===== src/rtl/cic_interpolator.sv =====
// CIC interpolator: comb chain at the input rate, zero-stuffing upsampler and
// integrator chain at the clock rate, output scaled so DC gain is exactly one.
module cic_interpolator #(
  parameter int WIDTH  = 16,
  parameter int STAGES = 3,
  parameter int RATE   = 4
) (
  input  logic                    clk,
  input  logic                    rst,
  input  logic signed [WIDTH-1:0] in_data,
  input  logic                    in_valid,
  output logic                    in_ready,
  output logic signed [WIDTH-1:0] out_data,
  output logic                    out_valid
);
  localparam int LG = $clog2(RATE);
  localparam int WI = WIDTH + (STAGES - 1) * LG;

  logic [LG-1:0]                ph;
  logic [STAGES-1:0][WI-1:0]    dly, dly_nxt;
  logic [STAGES-1:0][WI-1:0]    intg, intg_nxt;
  logic [WI-1:0]                acc, u;
  logic                         accept, step;

  assign in_ready = (ph == '0) && !rst;
  assign accept   = in_valid && in_ready;
  assign step     = accept || (ph != '0);

  // Wrapping arithmetic throughout; the integrator growth cancels the comb
  // wrap so the final scaled result is always exact.
  always_comb begin
    acc = WI'(in_data);
    for (int k = 0; k < STAGES; k++) begin
      dly_nxt[k] = acc;
      acc        = acc - dly[k];
    end
    u = accept ? acc : '0;
    intg_nxt[0] = intg[0] + u;
    for (int k = 1; k < STAGES; k++)
      intg_nxt[k] = intg[k] + intg[k-1];
  end

  always_ff @(posedge clk) begin
    if (rst) begin
      ph        <= '0;
      dly       <= '0;
      intg      <= '0;
      out_data  <= '0;
      out_valid <= 1'b0;
    end else begin
      out_valid <= step;
      if (accept) dly <= dly_nxt;
      if (step) begin
        ph       <= ph + LG'(1);
        intg     <= intg_nxt;
        // Top WIDTH bits = arithmetic shift right by (STAGES-1)*log2(RATE).
        out_data <= intg_nxt[STAGES-1][WI-1 -: WIDTH];
      end
    end
  end
endmodule

===== config.mk =====
export PLATFORM = sky130hd
export DESIGN_NAME = cic_interpolator
export DESIGN_NICKNAME = d
export VERILOG_FILES = /design/src/rtl/cic_interpolator.sv
export SDC_FILE = /design/constraint.sdc
export NUM_CORES = 1
export LEC_CHECK = 0
export ABC_AREA = 1
export BUFFER_PORTS_ARGS = -buffer_cell sky130_fd_sc_hd__buf_2
export CELL_PAD_IN_SITES_DETAIL_PLACEMENT = 0
export CELL_PAD_IN_SITES_GLOBAL_PLACEMENT = 1
export CORE_UTILIZATION = 46
export DETAILED_ROUTE_END_ITERATION = 16
export PLACE_DENSITY = 0.89
export SLEW_MARGIN = 20
export SYNTH_ARGS = -nofsm -noshare
export SYNTH_HDL_FRONTEND = slang
export SYNTH_SLANG_ARGS = --single-unit

===== constraint.sdc =====
create_clock -name clk -period 6.6 [get_ports clk]
set_input_delay 1.32 -clock clk [delete_from_list [all_inputs] [get_ports clk]]
set_output_delay 1.32 -clock clk [all_outputs]
set_load 0.01 [all_outputs]

; ---- Yosys cells after proc, flatten, opt, wreduce, memory -nomap -nowiden
; Cells that the tools add are included.
[totals]
register_bits = 135
latch_bits = 0
mem_bits_rw = 0
rom_bits = 0
in_bits = 19
output_inout_bits = 18
wordCells = 23
memories = 0
[classes]
addsub = 7
mul = 0
div = 0
magnitude_cmp = 0
eq_ne = 0
shift = 0
mux = 1
n_bitwise = 0
reduce_logical = 6
[op_table]
columns = op, n
row1 = $add A20 B20 Y20, 3
row2 = $sub A20 B20 Y20, 2
row3 = $mux W20, 1
row4 = $sub A16 B16 Y17, 1
row5 = $add A2 B1 Y2 const B, 1
row6 = $logic_and A1 B1 Y1, 2
row7 = $logic_not A2 Y1, 1
row8 = $reduce_bool A2 Y1, 1
row9 = $logic_not A1 Y1, 1
row10 = $logic_or A1 B1 Y1, 1

; ---- Depth between registers and ports, before layout
; Gate-level depths: netlist of run 1.
[depth]
word_depth = 5
depth_mapped = 45
ltp_nobuf = 45

; ---- Worst setup path after synthesis of run 1
; Ideal clock, no wire load.
[synth_timing]
path_kind = input-to-reg
from = input port in_data[0]
to = register intg[19] (netlist bit)
setup_ns = 0.110
t_arrival_ns = 6.042
required_ns = 6.490
path_slack_ns = 0.448
stages = 38
n_path_buf = 0
cell_sequence = inv_1 > ha_1 > fa_1 > inv_1 > nand3_1 > nand2_1 > a21oi_2 > o21ai_2 > nand2_1 > nand2_1 > a21oi_2 > xnor2_1 > ha_1 > nand2_1 > inv_1 > a21oi_1 > nand2_1 > a21oi_1 > [... 2 more ...] > xor2_1 > ha_1 > a21oi_1 > o21ai_0 > a21oi_1 > xor2_1 > nor2_1 > ha_1 > a21oi_1 > o21ai_0 > a211oi_1 > nand3_1 > inv_1 > nand2_2 > nand3_1 > nand2_1 > inv_1 > nor2_1
[synth_rtl]
columns = element, line
row1 = start: declaration, 10  ; input logic signed [WIDTH-1:0] in_data,
row2 = end signal: assignment, 55  ; intg <= intg_nxt;
row3 = end: declaration, 21  ; logic [STAGES-1:0][WI-1:0] intg, intg_nxt;

==> flow_metrics.env, run 1 <==
export IMPL_status="complete, no violations"
export IMPL_seqCellArea_sq_um=2320
export IMPL_placed_cells=1701
export IMPL_path_clk_slew_ns=0.06
export IMPL_grt_overflow=0
export IMPL_nNetsFinal=1587
export IMPL_crit_required_ns=6.92
export IMPL_clock_path_buffers=2
export IMPL_cts_hold_buf=0
export IMPL_tightestPinTransition_ns=1.04
export IMPL_drt_iter0_drc=371
export IMPL_postSynthAreaPerCell_sq_um=6.88
export IMPL_drcViolationCount=0
export IMPL_routedWlPerCell_um=13.3
export IMPL_critPathMaxFanout=4
export IMPL_antenna_found_initial=0
export IMPL_ys_flop_type="dfxtp_1"
export IMPL_grt_usage_pct=22.9
export IMPL_clk_latency_ns=0.42
export IMPL_fin_crit_sh_pct=92.3
export IMPL_worstPathArrival_ns=6.41
export IMPL_die_x_um=146
export IMPL_slowest_stage="fa_2"
export IMPL_fill_cells=2011
export IMPL_ant_nets=0
export IMPL_ys_types=53
export IMPL_cp_slowest_stage_delay_ns=0.35
export IMPL_drive_gt1_share_pct=13.3
export IMPL_viasPerCell=5.21
export IMPL_grt_pass1_wl_um=40200
export IMPL_ctsRootBufferMaster="clkbuf_16"
export IMPL_synth_fp_nets=1520
export IMPL_slew_violations=0
export IMPL_core_area_sq_um=20300
export IMPL_skew_ns=0.0123
export IMPL_die_area_sq_um=21300
export IMPL_start_util_pct=47.0
export IMPL_synth_seq_area_share_pct=24.4
export IMPL_rows=52
export IMPL_wirelength_um=23000
export IMPL_clock_sinks=116
export IMPL_cp_start_kind="input pin"
export IMPL_synthArstFlopShare_pct=0
export IMPL_post_route_min_period_ns=6.09
export IMPL_max_cap_viol_count=0
export IMPL_antenna_cells=0
export IMPL_area_growth_syn_to_layout_pct=15.3
export IMPL_stdcell_count=1735
export IMPL_finalHoldViolCount=0
export IMPL_yosysTopAreaCellShare_pct=24.4
export IMPL_synth_area_leaders="dfxtp_1 24%, ha_1 14%, nand2_1 9.3%"
export IMPL_timing_slew_headroom_pct=30.3
export IMPL_h_tree_depth=4
export IMPL_cts_tree="yes"
export IMPL_layout_commonest_cell="nand2_1"
export IMPL_hp_class="reg2reg"
export IMPL_vias=9042
export IMPL_gp_congestion=0.914
export IMPL_crit_type="in2reg"
export IMPL_synth_edf_count=0
export IMPL_max_freq_mhz=164
export IMPL_syn_inst=1385
export IMPL_portBuffers=36
export IMPL_drt_pass1_iterations=5
export IMPL_multiInputGateArea_sq_um=6350
export IMPL_finalSetupViolCount=0
export IMPL_cts_buffers=17
export IMPL_synth_warnings=0
export IMPL_synthesis_area_sq_um=9530
export IMPL_grt_pass1_vias=8960
export IMPL_io_pins=37
export IMPL_die_h_um=146
export IMPL_yosysTopAreaCell="dfxtp_1"
export IMPL_synth_seq_cells=116
export IMPL_final_cell_mix="235 x nand2_1, 177 x inv_1, 155 x a21oi_1"
export IMPL_grt_max_degree=74
export IMPL_end_kind="register"
export IMPL_dp_hpwl_um=17000
## layer usage
layer | wire length (um) | track usage (%)
met2 | 11300 | 41.6
met4 | 673 | 9.89
met1 | 10500 | 26.7
met5 | 0 | 0
met3 | 553 | 3.26
## worst max-delay path, delay by kind of cell
kind	cells	cell delay [ns]
compound gates	10	1.56
fa+ha+maj	5	1.53
simple gates	9	0.82
buf+inv	9	0.75
xor+xnor	3	0.42
## cell families (layout without fill, tap and decap cells)
group / count (synthesis) / in the layout / synth area share, %
and+or+nand+nor: 476 / 476 / 21.5
DFF: 116 / 116 / 24.4
adders and majority gates: 116 / 116 / 15.7
buffers and inverters: 237 / 317 / 10.2
AOI/OAI and AO/OA: 380 / 380 / 22.7
xor gates and xnor gates: 60 / 60 / 5.51
## synth_stat cells, types with 4 or more instances
cell type and count:
nand2_1 237, and2_1 6, a21oi_2 6, or2_0 4, nand2_2 6, nand3_1 72
nor3_1 7, xor2_1 44, inv_1 178, ha_1 110, buf_2 7, or2_2 4
o21ai_0 98, nor2_1 108, fa_1 6, o31ai_1 32, o21ai_2 8, nand4_1 13
buf_4 18, o211ai_1 15, clkbuf_1 27, a21oi_1 161, a21o_1 8, dfxtp_1 116
a31oi_1 11, o21ai_1 24, xnor2_1 16
## timing repair
item,in CTS,in global routing
buffers inserted,0,2
resized for setup,0,23
endpoints found under the setup margin,0,6
## sequential cells by signal, summed over array words and instances, names as in the netlist
register / cells
out_data: 16
ph: 2
dly: 53
intg: 44
out_valid: 1
## final timing paths
check | cells past startpoint | to | startpoint | slack (ns)
max | 36 | intg[13] | in_data[0] | 0.51
min | 1 | out_data[15] | out_data[15] | 0.45
max reg2reg | 34 | intg[13] | dly[0] | 1.21
min reg2reg | 1 | out_data[15] | out_data[15] | 0.45
## cell type report
type                            count  share of cell area (%)
Multi-Input combinational cell   1032                    57.7
Sequential cell                   116                    21.1
Inverter                          183                    6.29
Timing Repair Buffer              102                    6.14
Clock buffer                       21                    4.28
Tap cell                          270                    3.07
Clock inverter                     11                    1.37
## per-stage QoR
step	hold WS [ns]	worst slack [ns]	instance area [sq um]	setup TNS [ns]	utilization [%]
2_1_floorplan	0.424	0.448	9530	0	-
4_1_cts	0.453	0.295	10900	0	53.6
5_1_grt	0.483	-0.0148	11000	-0.0148	54.2
3_5_place_dp	0.445	-0.116	10300	-0.247	50.5
6_report	0.448	0.506	11000	0	54.2
3_3_place_gp	0.439	-0.0416	10300	-0.102	50.5
Power of run 1 is left out: the tool's default activity adds up to more than one toggle a clock period on the data nets, which glitch-free logic cannot reach.
==> run 2: changes to the inputs <==
==> config.mk (replaced) <==
export PLATFORM = sky130hd
export DESIGN_NAME = cic_interpolator
export DESIGN_NICKNAME = d
export VERILOG_FILES = /design/src/rtl/cic_interpolator.sv
export SDC_FILE = /design/constraint.sdc
export NUM_CORES = 1
export LEC_CHECK = 0
export BUFFER_PORTS_ARGS = -buffer_cell sky130_fd_sc_hd__buf_2
export CELL_PAD_IN_SITES_DETAIL_PLACEMENT = 0
export CELL_PAD_IN_SITES_GLOBAL_PLACEMENT = 1
export CORE_UTILIZATION = 49
export CTS_BUF_LIST = sky130_fd_sc_hd__clkbuf_4
export DETAILED_ROUTE_END_ITERATION = 16
export PLACE_DENSITY = 0.92
export SYNTH_ARGS = -nofsm -noshare
export SYNTH_HDL_FRONTEND = slang
export SYNTH_SLANG_ARGS = --single-unit
==> run 2 against run 1 <==
The flow now finishes with violations (negative setup slack). Sequential cell count unchanged. Cell area grew 3.3%. Non-clock buffer count up 103. Register-to-register slack worse by 0.97 ns. Setup slack worse by 0.73 ns. Critical path type unchanged. Largest cell class unchanged.
==> flow_metrics.env, run 2 <==
export IMPL_vias=8507
export IMPL_max_freq_mhz=147
export IMPL_path_clk_slew_ns=0.11
export IMPL_setup_slack_ns=-0.221
export IMPL_max_cap_viol_count=0
export IMPL_grt_max_degree=70
export IMPL_drive_gt1_share_pct=23.9
export IMPL_seqCellArea_sq_um=2320
export IMPL_h_tree_depth=4
export IMPL_tightestPinTransition_ns=0.725
export IMPL_drt_iter0_drc=315
export IMPL_rsz0062_at_grt="yes"
export IMPL_yosysTopAreaCellShare_pct=25.3
export IMPL_ys_flop_type="dfxtp_1"
export IMPL_fin_setup_tns_ns=-0.221
export IMPL_finalSetupViolCount=1
export IMPL_ys_types=75
export IMPL_die_area_sq_um=19300
export IMPL_yosysTopAreaCell="dfxtp_1"
export IMPL_grt_pass1_vias=8137
export IMPL_post_route_min_period_ns=6.82
export IMPL_viasPerCell=5.29
export IMPL_ant_nets=0
export IMPL_slew_violations=0
export IMPL_timing_reg2reg_setup_slack_ns=0.24
export IMPL_ctsRootBufferMaster="clkbuf_4"
export IMPL_die_h_um=139
export IMPL_drt_pass1_iterations=7
export IMPL_status="finished with violations"
export IMPL_gp_congestion=0.837
export IMPL_placed_cells=1563
export IMPL_clk_latency_ns=0.54
export IMPL_grt_overflow=0
export IMPL_critPathMaxFanout=4
export IMPL_antenna_found_initial=1
export IMPL_crit_path_start="in_data[0]"
export IMPL_die_x_um=139
export IMPL_cts_tree="yes"
export IMPL_worstPathArrival_ns=7.24
export IMPL_finalHoldViolCount=0
export IMPL_reg2reg_from="dly[1]"
export IMPL_synth_area_leaders="dfxtp_1 25%, ha_1 15%, nand2_1 7.4%"
export IMPL_layout_commonest_cell="nand2_1"
export IMPL_io_pins=37
export IMPL_largestRegisters="dly x53, intg x44, out_data x16"
export IMPL_end_kind="register"
export IMPL_crit_required_ns=7.02
export IMPL_slowest_stage="or4_4"
export IMPL_regMostFlops="dly"
export IMPL_crit_type="in2reg"
export IMPL_synth_most_common_cell="nand2_1"
export IMPL_cts_buffers=17
export IMPL_grt_usage_pct=20.7
export IMPL_nNetsFinal=1501
export IMPL_final_cell_mix="179 x nand2_1, 169 x buf_4, 116 x dfxtp_1"
export IMPL_grt_pass1_wl_um=34200
export IMPL_start_util_pct=50.6
export IMPL_dp_hpwl_um=13800
export IMPL_cpLargestDelayFamily="compound AO/OA/AOI/OAI gates"
export IMPL_synth_seq_cells=116
export IMPL_synthesis_area_sq_um=9180
export IMPL_hp_class="reg2reg"
export IMPL_final_core_util_pct=62.6
export IMPL_portBuffers=36
export IMPL_hold_start="intg[42]"
export IMPL_synth_edf_count=0
export IMPL_synth_warnings=0
export IMPL_min_to="intg[42]"
export IMPL_area_growth_syn_to_layout_pct=23.7
export IMPL_r2r_end="intg[19]"
export IMPL_skew_ns=0.0192
export IMPL_synth_seq_area_share_pct=25.3
export IMPL_stdcell_count=1608
export IMPL_timing_slew_headroom_pct=51.6
export IMPL_rows=49
export IMPL_synth_fp_nets=1332
export IMPL_routedWlPerCell_um=12.0
export IMPL_clock_sinks=116
export IMPL_violations="negative setup slack"
export IMPL_fin_crit_sh_pct=103
export IMPL_path_buf_inv=3
export IMPL_multiInputGateArea_sq_um=6570
export IMPL_syn_inst=1197
export IMPL_core_area_sq_um=18100
export IMPL_wirelength_um=19300
export IMPL_postSynthAreaPerCell_sq_um=7.67
export IMPL_synthArstFlopShare_pct=0
export IMPL_fill_cells=1622
export IMPL_critPathMostFrequentCell="o21ai_2"
export IMPL_cp_slowest_stage_delay_ns=0.45
export IMPL_drcViolationCount=0
export IMPL_largest_register_ffs=53
export IMPL_synth_top_cells_by_count="180 x nand2_1, 116 x dfxtp_1, 110 x a21oi_1, 110 x ha_1, 96 x inv_1"
export IMPL_cp_start_kind="input pin"
export IMPL_reg2reg_depth=34
export IMPL_clock_path_buffers=2
export IMPL_hold_depth=2
-- run 2: what timing repair did --
action	CTS	global route
hold buffers	0	0
cloned	0	0
endpoints found under the setup margin	2	7
buffers inserted	10	7
resized for setup	21	46
pin swaps	40	32
-- run 2: final cells by class --
cell class / instances / share of cell area (%)
clock buffer: 18 / 1.19
antenna: 1 / 0.0220
inverter: 97 / 3.32
clock inverter: 13 / 1.66
multi-input combinational: 929 / 57.9
sequential: 116 / 20.5
timing repair buffer: 205 / 13.0
tap: 229 / 2.52
-- run 2: how the worst max path moves through the flow --
| stage | depth (start not counted) | to |
|---|---|---|
| after floorplan | 38 | intg[19] |
| after global placement | 33 | intg[19] |
| after detailed placement | 39 | intg[19] |
| after CTS | 36 | intg[19] |
| after global routing | 38 | intg[19] |
| final | 38 | intg[19] |
-- run 2: cells by family (layout without fill, tap and decap cells) --
kind of cell             count (synthesis)  after routing  share of synthesized area (%)
AO/OA/AOI/OAI                          327            327                           23.2
XOR/XNOR                                73             73                           6.96
adder cells (fa/ha/maj)                116            116                           16.3
buffers and inverters                  152            333                           6.87
flip-flops                             116            116                           25.3
multiplexers                             5              5                          0.586
other                                    0              1                              0
AND/OR/NAND/NOR                        408            408                           20.7
-- run 2: stage by stage --
step	worst slack (ns)	hold slack (ns)	area, sq um
6_report	-0.221	0.462	11400
5_1_grt	-0.649	0.485	11400
4_1_cts	-0.181	0.468	11100
3_5_place_dp	-0.933	0.452	10600
3_3_place_gp	-0.830	0.440	10600
2_1_floorplan	-0.402	0.425	9260
-- run 2: worst min-delay path: cells and delay by family, from the launching register on --
kind	cells	cell delay, ns
and+or+nand+nor	1	0.05
DFF	1	0.33
AOI/OAI and AO/OA	1	0.05
-- run 2: routing by layer --
metal | part of all wire (%) | wire, um | global-route usage [%] | up-vias
met5 | 0 | 0 | 0 | -
met2 | 48 | 9260 | 36.7 | 71
met1 | 48 | 9340 | 25.7 | 3898
met3 | 2.3 | 440 | 3.83 | 22
met4 | 1.2 | 223 | 5.15 | 0
li1 | - | - | - | 4516
Power of run 2 is left out for the same reason.
